--- src/rtl/calib_trg_seq.sv ---
// calib_trg_seq: resyncs the raw calibration pulse into one CLK40 CAL_TRG with
// programmable delay, width and dead time. Define CALTRG_RETRIG_EN for one pending retrigger.
module calib_trg_seq #(
  parameter int DLY_W = 8,
  parameter int PW_W  = 4,
  parameter int CNT_W = 12
) (
  input  logic             CLK40,
  input  logic             RST_RESYNC,
  input  logic             TRG_PULSE,
  input  logic             ENABLE,
  input  logic [DLY_W-1:0] DELAY,
  input  logic [PW_W-1:0]  PLS_WIDTH,
  input  logic [DLY_W-1:0] DEADTIME,
  output logic             CAL_TRG,
  output logic             BUSY,
  output logic [CNT_W-1:0] TRGCNT,
  output logic [CNT_W-1:0] DROPCNT
);

  typedef enum logic [1:0] {
    S_IDLE,
    S_DELAY,
    S_FIRE,
    S_DEAD
  } state_t;

  state_t           state;
  state_t           state_nx;
  logic [DLY_W-1:0] cnt;
  logic [DLY_W-1:0] cnt_nx;
  logic [PW_W-1:0]  pw_q;
  logic [DLY_W-1:0] dt_q;
  logic             s1;
  logic             s2;
  logic             s3;
  logic [1:0]       fill;
  logic             armed;
  logic             rise;
  logic             start;
  logic             drop;
`ifdef CALTRG_RETRIG_EN
  logic             pend;
  logic             pend_nx;
`endif

  assign rise = s2 & ~s3 & armed;

  always_comb begin
    state_nx = state;
    cnt_nx   = cnt;
    start    = 1'b0;
    drop     = 1'b0;
`ifdef CALTRG_RETRIG_EN
    pend_nx  = pend;
`endif
    unique case (state)
      S_IDLE: start = rise & ENABLE;
      S_DELAY: begin
        drop = rise;
        if (cnt == '0) begin
          state_nx = S_FIRE;
          cnt_nx   = DLY_W'(pw_q);
        end else begin
          cnt_nx = cnt - DLY_W'(1);
        end
      end
      S_FIRE: begin
        drop = rise;
        if (cnt == '0) begin
          if (dt_q != '0) begin
            state_nx = S_DEAD;
            cnt_nx   = dt_q - DLY_W'(1);
          end else begin
            state_nx = S_IDLE;
          end
        end else begin
          cnt_nx = cnt - DLY_W'(1);
        end
      end
      S_DEAD: begin
`ifdef CALTRG_RETRIG_EN
        if (rise & ~pend) pend_nx = 1'b1;
        else drop = rise;
        if (cnt == '0) begin
          state_nx = S_IDLE;
          start    = pend_nx;
          pend_nx  = 1'b0;
        end else begin
          cnt_nx = cnt - DLY_W'(1);
        end
`else
        drop = rise;
        if (cnt == '0) state_nx = S_IDLE;
        else cnt_nx = cnt - DLY_W'(1);
`endif
      end
      default: state_nx = S_IDLE;
    endcase
    // a start always uses the live config, which is latched in the same cycle
    if (start) begin
      if (DELAY == '0) begin
        state_nx = S_FIRE;
        cnt_nx   = DLY_W'(PLS_WIDTH);
      end else begin
        state_nx = S_DELAY;
        cnt_nx   = DELAY - DLY_W'(1);
      end
    end
  end

  always_ff @(posedge CLK40) begin
    if (RST_RESYNC) begin
      s1      <= 1'b0;
      s2      <= 1'b0;
      s3      <= 1'b0;
      fill    <= 2'b00;
      armed   <= 1'b0;
      state   <= S_IDLE;
      cnt     <= '0;
      pw_q    <= '0;
      dt_q    <= '0;
      CAL_TRG <= 1'b0;
      BUSY    <= 1'b0;
      TRGCNT  <= '0;
      DROPCNT <= '0;
    end else begin
      s1   <= TRG_PULSE;
      s2   <= s1;
      s3   <= s2;
      fill <= {fill[0], 1'b1};
      // s2 holds a real sample only once fill[1] is set; a level held through reset never arms
      if (fill[1] & ~s2) armed <= 1'b1;
      state <= state_nx;
      cnt   <= cnt_nx;
      if (start) begin
        pw_q <= PLS_WIDTH;
        dt_q <= DEADTIME;
      end
      CAL_TRG <= (state_nx == S_FIRE);
      BUSY    <= (state_nx != S_IDLE);
      if (state_nx == S_FIRE && state != S_FIRE)
        TRGCNT <= TRGCNT + CNT_W'(1);
      if (drop && DROPCNT != '1)
        DROPCNT <= DROPCNT + CNT_W'(1);
    end
  end

`ifdef CALTRG_RETRIG_EN
  always_ff @(posedge CLK40) begin
    if (RST_RESYNC) pend <= 1'b0;
    else pend <= pend_nx;
  end
`endif

endmodule
--- config.mk ---
export PLATFORM = sky130hd
export DESIGN_NAME = calib_trg_seq
export DESIGN_NICKNAME = d
export VERILOG_FILES = /design/src/rtl/calib_trg_seq.sv
export SDC_FILE = /design/constraint.sdc
export NUM_CORES = 1
export LEC_CHECK = 0
export ABC_AREA = 1
export CAP_MARGIN = 20
export CELL_PAD_IN_SITES_DETAIL_PLACEMENT = 0
export CELL_PAD_IN_SITES_GLOBAL_PLACEMENT = 1
export CORE_MARGIN = 5
export CORE_UTILIZATION = 37
export CTS_CLUSTER_DIAMETER = 40
export DETAILED_ROUTE_END_ITERATION = 7
export HOLD_SLACK_MARGIN = 0.12
export PLACE_DENSITY_LB_ADDON = 0.12
export SYNTH_ARGS = -nofsm -noshare
export SYNTH_HDL_FRONTEND = slang
export SYNTH_SLANG_ARGS = --single-unit
--- constraint.sdc ---
create_clock -name CLK40 -period 2.15 [get_ports CLK40]
set_input_delay 0.43 -clock CLK40 [delete_from_list [all_inputs] [get_ports CLK40]]
set_output_delay 0.43 -clock CLK40 [all_outputs]
set_load 0.02 [all_outputs]
# After elaboration in Yosys (flattened, before gate mapping)

Index checks and enable logic that the tools add are counted.

Register bits after elaboration: 54
Bits of input ports: 24
Output and inout port bits: 26
Word-level logic and storage cells: 60

Add/subtract/negate cells: 5
Equality and inequality tests: 8
Muxes and demuxes: 17
Bitwise operators: 6
Reduce and logical (&&, ||, !) cells: 10

Operator list:

| kind                    | count |
|---|---|
| $mux W8                 | 6 |
| $add A12 B1 Y12 const B | 2 |
| $pmux W8 S3             | 1 |
| $sub A8 B1 Y8 const B   | 3 |
| $logic_not A8 Y1        | 2 |
| $mux W2                 | 6 |
| $ne A12 B12 Y1 const B  | 1 |
| $reduce_bool A8 Y1      | 1 |
| $eq A2 B2 Y1 const B    | 3 |
| $pmux W2 S3             | 1 |
| $and A1 B1 Y1           | 4 |
| $ne A4 B4 Y1 const B    | 1 |
| $reduce_bool A4 Y1      | 1 |
| $mux W1                 | 3 |
| $ne A3 B3 Y1 const B    | 1 |
| $reduce_and A3 Y1       | 1 |
| $reduce_or A3 Y1        | 1 |
| $eq A2 B1 Y1 const B    | 1 |
| $logic_and A1 B1 Y1     | 2 |
| $logic_not A2 Y1        | 1 |
| $ne A2 B2 Y1 const B    | 1 |
| $not A1 Y1              | 2 |
| $reduce_bool A2 Y1      | 1 |

# Logic depth before layout (Yosys ltp)

Gate-level depths: netlist of the first run.

Word-level depth: 8
Mapped depth: 13
Depth with buffers taken out: 12

# Worst setup path before layout of the first run

OpenSTA, ideal clock, no wires.

Kind: input to register
Start: in DELAY[0]
End: reg TRGCNT[7]
Setup time: 0.115 ns
Data arrival time: 1.804 ns
Required time: 2.035 ns
Setup slack: 0.231 ns
Stages: 13
Buffers on the path: 2
Cells stage by stage: inv_1 -> ha_1 -> inv_1 -> nor2_1 -> nand4_1 -> nand2_1 -> buf_4 -> nand4_1 -> nor2_1 -> buf_4 -> nand3_1 -> nand2_1 -> nor2_1

Longest elaborated chain between the ends: 5

RTL lines:

| element              | line | text |
|---|---|---|
| from (decl)          | 12   | `input logic [DLY_W-1:0] DELAY,` |
| $logic_not A8 Y1     | 102  | `if (DELAY == '0) begin` |
| $mux W2              | 102  |  |
| $mux W2              | 101  | `if (start) begin` |
| $eq A2 B2 Y1         | 142  | `if (state_nx == S_FIRE && state != S_FIRE)` |
| $logic_and A1 B1 Y1  | 142  |  |
| to (signal assigned) | 143  | `TRGCNT <= TRGCNT + CNT_W'(1);` |
| to (decl)            | 17   | `output logic [CNT_W-1:0] TRGCNT,` |

No other way between the ends.
A chain may end at the register's enable or synchronous reset.

# Worst setup path in the final report of the first run

Ends and elaborated chain as after synthesis.

==> results of run 1 <==
cell usage after synthesis (all sizes together):
cell    count
o22ai       1
a21oi      44
inv        58
xor2        9
xnor2      11
clkinv      1
a22oi       3
o221ai      2
nand2     109
nor2       67
nor3b       1
ha          7
nor4        1
nand3      25
clkbuf      6
dfxtp      54
nand4      19
o21ai      30
nand3b      2
buf         4
a31oi       1
nor3        5
area by class of cell:
type                       instances  area [sq um]
timing repair buffer              74           678
fill                             871          4210
sequential                        54          1080
tap                              105           131
clock buffer                       6          82.6
inverter                          59           221
clock inverter                     2          12.5
multi-input combinational        337          1680
path summary, 6_finish.rpt:
kind / to / depth (start not counted) / from
min reg2reg: fill[1] / 2 / fill[0]
min: fill[1] / 2 / fill[0]
max reg2reg: TRGCNT[7] / 12 / dt_q[0]
max: TRGCNT[7] / 13 / DELAY[0]
power by group:
part           internal, mW  total (mW)  switching, mW
combinational         0.129       0.288          0.159
sequential             1.02        1.03         0.0127
clock                 0.260       0.602          0.343
total                  1.40        1.92          0.514
through the flow:
stage               utilization, %  cell area (sq um)  hold slack (ns)
floorplan                        -               3030            0.388
global placement              46.7               3780            0.393
detailed placement            46.7               3780            0.395
CTS                           47.9               3880            0.410
global route                  48.0               3890            0.434
finish                        48.0               3890            0.407
worst reg2reg max path, stage by stage, from the launching register on:
cell	delay [ns]
dfxtp_1	0.34
inv_1	0.12
ha_1	0.16
nand3_1	0.11
nor2_1	0.19
nor2_1	0.06
nor2_1	0.19
nand2_1	0.10
nand2_1	0.09
nor2_1	0.05
buf_4	0.17
a21oi_1	0.14
nor2_1	0.06
routing by layer:
layer / vias to the layer above / GRT usage (%) / share of wire [%] / wire, um
li1: 1637 / - / - / -
met1: 1417 / 22.7 / 49 / 3970
met2: 33 / 26.8 / 47 / 3790
met3: 6 / 3.39 / 2.7 / 215
met4: 0 / 4.46 / 0.96 / 77
met5: - / 0 / 0 / 0
kinds of logic after synthesis:
group / Yosys count / share of synthesized area, %
buf+inv: 69 / 9.17
flops: 54 / 35.7
simple gates: 229 / 32.5
xor+xnor: 20 / 5.79
compound gates: 81 / 14.0
fa+ha+maj: 7 / 2.89
cells in the final DEF, fill, tap and decap left out, types with 2 or more instances in the layout:
cell and instances:
a21oi_1 43, a22oi_1 3, buf_4 25, clkbuf_8 6
clkdlybuf4s50_1 49, dfxtp_1 54, ha_1 7, inv_1 54
inv_2 4, nand2_1 106, nand2_2 3, nand3_1 25
nand3b_1 2, nand4_1 19, nor2_1 63, nor2_4 3
nor3_1 5, o21ai_0 30, o221ai_1 2, xnor2_1 11
xor2_1 9
registers in the layout, indices dropped and copies added (netlist names):
register,flops
CAL_TRG,1
TRGCNT,12
cnt,8
state,2
s3,1
armed,1
fill,2
dt_q,8
DROPCNT,12
BUSY,1
pw_q,4
s2,1
s1,1
==> summary.txt, run 1 <==
Die
  – Chip height: 100 um
  – Initial core utilization: ~37%
  – Ports: 50
  – # rows: 33
  – CORE AREA: ~8000 sq um
  – Die area: 10100 sq um
  – Chip width: 100 um

Clock network
  – Clk sinks: 54
  – Clock-pin slew on the worst setup and hold paths: 0.10 ns
  – Depth of the CTS H-tree: 2
  – Root Buffer: clkbuf_8
  – Hold_buf cts: 0
  – Post-CTS setup buffers: 0
  – Skew-Pair Late Insertion Delay: a little over 0.3 ns
  – Post-CTS Resized: 0
  – TritonCTS clock tree: done
  – Cts bufs inserted: 5
  – Max clock buf depth: 2

GRT
  – Vias in the first global route: 2954
  – Largest net degree at the start of global routing: 17
  – Global route total overflow: 0
  – Initial antenna violation count: 0
  – Overall routing resource usage: 16.6%
  – First-pass GRT wire length: 13.8 mm

Route
  – Via count: about 3100
  – WL per Instance: 12.6 um
  – Via density per instance: slightly below 5
  – Post-Route WL: 8.06 mm
  – Initial DRC count: 96
  – # DRC: 0
  – Antenna Nets Post-Route: 0
  – DRT Pass-1 Iters: 4

Layout
  – Final #Nets: 562
  – Layout area overhead: 28.4%
  – Final std cells w/o fill: 637
  – Antenna fix cells: 0
  – Share of layout cells above drive strength 1: 8.46%

Power and ir drop
  – Leakage dissipation: 1.59 nW
  – Total power: 1.92 mW
  – Cell Pwr Density: 493 nW/um^2
  – Worst VDD drop: between 0.2 and 0.25 mV

Timing
  – Fin. Hold Viols: 0
  – Minimum clock period: 1.94 ns
  – Final Cycle Share: 90.1%
  – TNS Setup: 0 ns
  – Maximum clock frequency: approximately 520 MHz
  – Max-slew violations: 0
  – Setup WS post-layout: roughly 0.21 ns
  – Clk_skew: 0.00801 ns
  – Final setup vio count: 0
  – RSZ-0062 raised after global routing: false
  – Slew HR: 69.3%
  – Transition time at the pin with the least slew margin: 0.456 ns

Logic synthesis
  – Synth top area cells: dfxtp_1 36%, nand2_1 13%, nor2_1 7.8%
  – Seq/Total Area, Yosys: 35.7%
  – Unique cell type count in the Yosys netlist: 29
  – Synth Cell Area: 3030 sq um
  – Flops & latches, synth: 54
  – Synth top area share: 35.7%
  – Mapped Cells: 460
  – Mapped Avg Cell Area: 6.58 sq um
  – Synth warn: 0
  – Area leader, netlist: dfxtp_1
  – Mapped Nets: 491

Job
  – Total of max-cap violations: 0

Worst setup path
  – CP Buf/Inv Count: 4
  – Max stage delay on crit path: 0.42 ns
  – Worst Path Arrival: 2.15 ns
  – CP cell instances: clkdlybuf4s50_1 > inv_1 > ha_1 > inv_1 > nor2_1 > nand4_1 > nand2_2 > nand4_1 > nor2_1 > buf_4 > nand3_1 > nand2_1 > nor2_1
  – Top cell family by delay on the critical path: simple AND/OR/NAND/NOR gates
  – Critical Path End Type: flip-flop
  – CP startpoint kind: input port
  – Crit path required time: 2.36 ns
  – R2R Setup Slk: 0.29 ns
  – Top cell by count, worst path: nor2_1
  – Crit path kind: input port to flip-flop
  – Crit Path Max Fanout: 11
  – Slowest cell on the critical path: clkdlybuf4s50_1

Placed design
  – HPWL after DPL: roughly 6.3 mm
  – Placed Cells: ~630
  – DP Worst Slack: -0.185 ns
  – RD Place Congestion: 0.848
  – PortBufs: 49

Run status
  – Status: finished clean

Hold path
  – Worst hold-check path type: flip-flop to flip-flop
Power figures use the tool's default switching activity.
==> run 2: changes to the inputs <==
- PLACE_DENSITY: default -> 0.81
- PLACE_DENSITY_LB_ADDON: 0.12 -> default
==> summary.txt, run 2 (synthesized netlist as in run 1, its figures left out) <==
Run status
  – Status: finished clean

Timing
  – Slew HR: 61.9%
  – WHS: ~0.41 ns
  – Final Cycle Share: 90.3%
  – Clk_skew: 0.00961 ns
  – Maximum clock frequency: around 520 MHz
  – TNS Setup: 0 ns
  – RSZ-0062 raised after global routing: false
  – Transition time at the pin with the least slew margin: 0.566 ns
  – Final setup vio count: 0
  – Minimum clock period: 1.94 ns
  – Max-slew violations: 0
  – Fin. Hold Viols: 0

Worst setup path
  – Top cell by count, worst path: nor2_1
  – Crit path kind: input port to flip-flop
  – Top cell family by delay on the critical path: simple AND/OR/NAND/NOR gates
  – Crit Path Max Fanout: 11
  – CP Buf/Inv Count: 4
  – CP cell instances: clkdlybuf4s50_1 > inv_1 > ha_1 > inv_1 > nor2_1 > nand4_1 > nand2_1 > nand4_1 > nor2_1 > buf_4 > nand3_1 > nand2_1 > nor2_1
  – Crit path required time: 2.37 ns
  – CP startpoint kind: input port
  – Worst Path Arrival: approximately 2.2 ns
  – Max stage delay on crit path: 0.42 ns
  – Slowest cell on the critical path: clkdlybuf4s50_1
  – Critical Path End Type: flip-flop

Die
  – Ports: 50
  – Chip height: around 100 um
  – # rows: 33
  – Chip width: approximately 100 um
  – CORE AREA: around 8100 sq um
  – Die area: 10100 sq um
  – Initial core utilization: 37.4%

Clock network
  – Depth of the CTS H-tree: 2
  – TritonCTS clock tree: done
  – Clock-pin slew on the worst setup and hold paths: 0.11 ns
  – Max clock buf depth: 2
  – Cts bufs inserted: 5
  – Root Buffer: clkbuf_8
  – Clk sinks: 54
  – Hold_buf cts: 0
  – Post-CTS Resized: 0
  – Post-CTS setup buffers: 0
  – Skew-Pair Late Insertion Delay: 0.31 ns

GRT
  – GR Layer Usage met2: 28.7%
  – GR peak layer: met2
  – Overall routing resource usage: 16.5%
  – Initial antenna violation count: 0
  – First-pass GRT wire length: 13.6 mm
  – Met1 global-route usage: 20.6%
  – Global route total overflow: 0
  – Largest net degree at the start of global routing: 28
  – Vias in the first global route: 3035
  – GRT met3 Usage: 3.46%

Route
  – Initial DRC count: 115
  – Via density per instance: 4.83
  – # DRC: 0
  – WL per Instance: 12.6 um
  – Via count: 3046
  – Post-Route WL: around 7.9 mm
  – DRT Pass-1 Iters: 4
  – Antenna Nets Post-Route: 0

Layout
  – Filler Cells Inserted: ~860
  – Fin area: 3830 sq um
  – Commonest non-fill, non-tap cell in the layout: nand2_1
  – Antenna fix cells: 0
  – Top Registers: DROPCNT: 12 flops, TRGCNT: 12 flops
  – Layout area overhead: 26.4%
  – Share of layout cells above drive strength 1: 6.86%
  – Final #Nets: 555
  – Most frequent cells in the layout: 107 x nand2_1, 63 x nor2_1, 54 x dfxtp_1, 54 x inv_1, 49 x clkdlybuf4s50_1

Power and ir drop
  – Leakage dissipation: 1.55 nW
  – Total power: 1.94 mW
  – Worst VDD drop: 0.367 mV
  – Cell Pwr Density: 506 nW/um^2

Placed design
  – HPWL after DPL: 6.11 mm
  – RD Place Congestion: 0.872
  – PortBufs: 49
  – Cell Area, Placed: 3730 sq um

Hold path
  – Worst hold-check path type: flip-flop to flip-flop

Job
  – Total of max-cap violations: 0
-- run 2: final cells by class --
| type | count | area [sq um] | area share (%) |
|---|---|---|---|
| repair buffers | 67 | 626 | 16.3 |
| inverters | 59 | 221 | 5.79 |
| clock buffers | 6 | 82.6 | 2.16 |
| flip-flops and latches | 54 | 1080 | 28.2 |
| multi-input cells | 337 | 1670 | 43.6 |
| well taps | 105 | 131 | 3.43 |
| clock inverters | 2 | 16.3 | 0.425 |
-- run 2: worst register-to-register path, cell delays in order, from the launching register on --
cell and delay [ns]:
dfxtp_1 0.42, ha_1 0.31, nand2_1 0.08, nor2_1 0.13, nand4_1 0.18, nand2_2 0.23
inv_2 0.13, nand2_1 0.09, nand2_1 0.05, nand2_1 0.05, a21oi_1 0.04
-- run 2: per-stage QoR --
stage	util [%]	cells	setup slack (ns)
floorplan	-	460	0.231
global placement	46.1	622	-0.0649
detailed placement	46.1	622	-0.113
CTS	47.3	630	0.212
global route	47.3	630	0.00526
finish	47.3	630	0.209
-- run 2: path summary, 6_finish.rpt --
kind	slack, ns	end	startpoint	cells past startpoint
setup / recovery	0.21	TRGCNT[5]	DELAY[0]	13
hold / removal	0.41	fill[1]	fill[0]	2
setup reg to reg	0.34	DROPCNT[8]	DROPCNT[0]	10
hold reg to reg	0.41	fill[1]	fill[0]	2
-- run 2: where the power goes --
part,switching (mW),leakage (nW),internal [mW],total [mW]
sequential,0.0120,0.437,1.02,1.03
clock,0.364,0.0478,0.266,0.631
combinational,0.154,1.07,0.124,0.278
total,0.530,1.55,1.41,1.94
-- run 2: metal layers --
metal / routed length, um / vias to the layer above
met5: 0 / -
met1: 3710 / 1387
met3: 260 / 6
li1: - / 1621
met4: 80 / 0
met2: 3870 / 32
==> run 3: changes to the inputs <==
- CTS_CLUSTER_SIZE: default -> 16
==> results of run 3 <==
Final layout, timing and power as in run 2 (identical DEF).
==> RTL change 1 (settings of run 2) <==
Encoding of `state_t`: now one-hot (4 bits for 4 states).
--- a/src/rtl/calib_trg_seq.sv
+++ b/src/rtl/calib_trg_seq.sv
@@ -18,11 +18,11 @@
   output logic [CNT_W-1:0] DROPCNT
 );
 
-  typedef enum logic [1:0] {
-    S_IDLE,
-    S_DELAY,
-    S_FIRE,
-    S_DEAD
+  typedef enum logic [3:0] {
+    S_IDLE  = 4'b0001,
+    S_DELAY = 4'b0010,
+    S_FIRE  = 4'b0100,
+    S_DEAD  = 4'b1000
   } state_t;
 
   state_t           state;
Check against the original RTL: same outputs for any inputs over 10 cycles, from zero or initial values and one cycle with RST_RESYNC high; not proved beyond that.
==> RTL change 1 against run 2 <==
- sequential cell count up 2
- worst setup slack better by 0.013 ns
- total power up 5.9%
- wire length up 8.3%
- count of clock-buffer cells in the layout down 1
- combinational power down 35%
- via count up 9.8%
- area after synthesis up 16%
- first-iteration DRC count down 30%
- global-route usage down 1.0 points
- critical path depth down 12
- final area up 12%
- critical endpoint is now TRGCNT[3]
- largest cell class unchanged
==> RTL change 1: results (changes against run 2) <==
| Metric | Value |
|---|---|
| First-pass GRT wire length | 14,840 um (was 13,610 um) |
| WHS Endpoint | s2 (was fill[1]) |
| Number of global-route vias before repair | 3,326 (was 3,035) |
| Post-CTS Resized | 0 (unchanged) |
| Placed cell area | 4159 um^2 (was 3729 um^2) |
| Routed vias/inst | 4.792 (was 4.835) |
| Worst r2r dst | cnt[1] (was DROPCNT[8]) |
| Critical Path AT | 1.50 ns (was 2.16 ns) |
| Slew HR | 77.24% (was 61.91%) |
| Clock Tree Root | clkbuf_8 (unchanged) |
| Number of cells on the worst reg-to-reg path | 11 (was 10) |
| Pin count of the biggest net entering global routing | 30 (was 28) |
| Netlist cell types | 33 (was 29) |
| Peak supply drop | 0.2245 mV (was 0.3671 mV) |
| Layout Nets | 598 (was 555) |
| Initial drt markers | 81 (was 115) |
| Sequential fraction of the synthesis area | 31.87% (was 35.70%) |
| Worst r2r src | cnt[1] (was DROPCNT[0]) |
| Top delay family on crit path | buffers and inverters (was simple AND/OR/NAND/NOR gates) |
| Crit path launch | TRGCNT[3] (was DELAY[0]) |
| Skew final | 0.009271 ns (was 0.009614 ns) |
| CP peak stage delay | 0.68 ns (was 0.42 ns) |
| GRT Resource Usage Total | 15.49% (was 16.54%) |
| Layout cells sized above 1 | 13.88% (was 6.857%) |
| Ranking of synthesized cells by area | dfxtp_1 (32%), nand2_1 (11%), nand3_1 (7.5%) (was dfxtp_1 (36%), nand2_1 (13%), nor2_1 (7.8%)) |
| Syn_nets | 544 (was 491) |
| Ys Warns | 0 (unchanged) |
| Leakage | 1.734 nW (was 1.555 nW) |
| Dpl hpwl | 6573 um (was 6111 um) |
| Clock transition at path regs | around 0.1 ns |
| Hold Path Origin | s1 (was fill[0]) |
| Status | completed (unchanged) |
| Gpl congestion | 0.8559 (was 0.8724) |
| Critical path peak fanout | 7 (was 11) |
| Total Wirelength | 8583 um (was 7924 um) |
| Most instantiated cells after synthesis | nand2_1 (105), nor2_1 (70), dfxtp_1 (56) (was nand2_1 (107), nor2_1 (63), dfxtp_1 (54), inv_1 (54), a21oi_1 (44)) |
| Port Buffer Count | 49 (unchanged) |
| # setup viols final | 0 (unchanged) |
| Grt ovf | 0 (unchanged) |
==> RTL change 1: logic make-up after synthesis <==
family,synth area share [%]
adders and majority gates,1.779
DFF,31.87
buffers and inverters,9.996
AOI/OAI and AO/OA,10.81
xor gates and xnor gates,5.230
and+or+nand+nor,40.31
==> RTL change 1: power breakdown <==
part           internal [mW]  total (mW)  switching, mW
Sequential              1.05        1.05        0.00664
Combinational         0.0819       0.182         0.0997
Clock                  0.459       0.816          0.357
Total                   1.59        2.05          0.464
==> RTL change 1: how the worst max path moves through the flow <==
| stage | endpoint | slack [ns] |
|---|---|---|
| after floorplan | TRGCNT[6] | 0.45 |
| after CTS | TRGCNT[3] | 0.21 |
| after global routing | TRGCNT[4] | 0.15 |
| after detailed placement | TRGCNT[1] | 0.09 |
| final | TRGCNT[3] | 0.22 |
| after global placement | cnt[2] | 0.12 |
==> RTL change 1: metrics by stage <==
stage,setup WS (ns),std cells,hold WS [ns]
after floorplan,0.4477,515,0.3883
after global placement,0.1182,691,0.3920
after detailed placement,0.08819,691,0.3996
after CTS,0.2147,698,0.4149
after global routing,0.1512,698,0.4340
final,0.2222,698,0.4101
==> RTL change 1: cell type report <==
type | count | area (um^2)
clock buffers | 5 | 68.82
clock inverters | 2 | 60.06
fillers | 969 | 4952
inverters | 64 | 244.0
multi-input cells | 380 | 2044
flip-flops and latches | 56 | 1121
well taps | 129 | 161.4
repair buffers | 62 | 588.1
==> RTL change 1: layer usage <==
metal / track usage, % / vias to the layer above / wire, um
met5: 0 / - / 0
met4: 4.148 / 0 / 133
met3: 2.819 / 10 / 238
met2: 27.26 / 42 / 4217
met1: 19.32 / 1541 / 3993
li1: - / 1752 / -
==> RTL change 2 (settings of run 2) <==
Made on the original files. Set the parameter `CNT_W` to 18 (it was 12).
--- a/src/rtl/calib_trg_seq.sv
+++ b/src/rtl/calib_trg_seq.sv
@@ -3,7 +3,7 @@
 module calib_trg_seq #(
   parameter int DLY_W = 8,
   parameter int PW_W  = 4,
-  parameter int CNT_W = 12
+  parameter int CNT_W = 18
 ) (
   input  logic             CLK40,
   input  logic             RST_RESYNC,
Ports: changed (resized DROPCNT and TRGCNT); port bits go from 50 to 62. The function was not compared with the original's and may differ.
==> RTL change 2 against run 2 <==
- wire length rose by 39%
- non-clock buffer count up 19
- final area grew 33%
- total power increased by 36%
- sequential cell count is 12 higher
- area after synthesis grew 32%
- worst setup slack got worse by 0.081 ns
- global-route usage is 0.28 points higher
- largest power group unchanged
==> RTL change 2: results (changes against run 2) <==
| Metric | Value |
|---|---|
| Status | completed (unchanged) |
| Synth Area in Adders | 2.191% (was 2.893%) |
| Dpl ws | -0.1848 ns (was -0.1134 ns) |
| Final std cells w/o fill | 814 (was 630) |
| Clock transition at path regs | 0.08 ns (was 0.11 ns) |
| H-tree depth | 3 (was 2) |
| Port Buffer Count | 61 (was 49) |
| Die width | 113.9 um (was 100.5 um) |
| Nonclk buf count | 86 (was 67) |
| Met1 wire length | 5249 um (was 3709 um) |
| TritonCTS Buffers | 9 (was 5) |
| Initial DRT Pass Iterations | 5 (was 4) |
| Leakage | 2.038 nW (was 1.555 nW) |
| Non-clock inverter count in the final layout | 69 (was 59) |
| Critical Path AT | 2.29 ns (was 2.16 ns) |
| Routed met2 length | 5244 um (was 3873 um) |
| Peak supply drop | 0.2443 mV (was 0.3671 mV) |
| Worst r2r dst | TRGCNT[14] (was DROPCNT[8]) |
| Met1 Use GR | 22.81% (was 20.61%) |
| Pin count of the biggest net entering global routing | 38 (was 28) |
| Sequential fraction of the synthesis area | 33.05% (was 35.70%) |
| Cell total after placement | 798 (was 622) |
| First-pass GRT wire length | 17,810 um (was 13,610 um) |
| GRT met2 Usage | 27.56% (was 28.75%) |
| Layout Nets | 700 (was 555) |
| Most instantiated cells after synthesis | nand2_1 (137), dfxtp_1 (66), nor2_1 (64) (was nand2_1 (107), nor2_1 (63), dfxtp_1 (54), inv_1 (54), a21oi_1 (44)) |
| GRT Resource Usage Total | 16.81% (was 16.54%) |
| Register area | 1321 um^2 (was 1081 um^2) |
| Layout cells sized above 1 | 11.72% (was 6.857%) |
| R2R setup slack | 0.13 ns (was 0.34 ns) |
| Crit path launch | cnt[0] (was DELAY[0]) |
| Netlist cell types | 36 (was 29) |
| DR vias | 4,086 (was 3,046) |
| Clk tree area frac | 3.812% (was 2.583%) |
| Skew final | 0.01353 ns (was 0.009614 ns) |
| Critical path peak fanout | 12 (was 11) |
| Critical-path top delay cell | dfxtp_1 (was clkdlybuf4s50_1) |
| Critical setup path kind | flip-flop to flip-flop (was primary input to flip-flop) |
==> RTL change 2: cell types whose count changed after synthesis, moves of 9 or more <==
cell / change
dfxtp_1: +12
inv_2: +9
o21ai_1: +11
nand2_1: +30
nand4_1: +9
a21oi_1: +9
==> RTL change 2: power breakdown <==
group | total, mW | internal, mW | switching (mW)
Clock | 1.06 | 0.534 | 0.525
Sequential | 1.25 | 1.24 | 0.0132
Combinational | 0.326 | 0.135 | 0.191
Total | 2.63 | 1.91 | 0.729
==> RTL change 2: kinds of logic (layout without fill, tap and decap cells) <==
kind of cell | count (synthesis) | after routing
flops | 66 | 66
compound gates | 98 | 98
fa+ha+maj | 7 | 7
simple gates | 304 | 304
xor+xnor | 28 | 28
buf+inv | 86 | 171
==> RTL change 2: worst min-delay path, cell delays in order (launching register included) <==
cell     delay, ns
dfxtp_1       0.30
inv_1         0.04
nor2_1        0.03
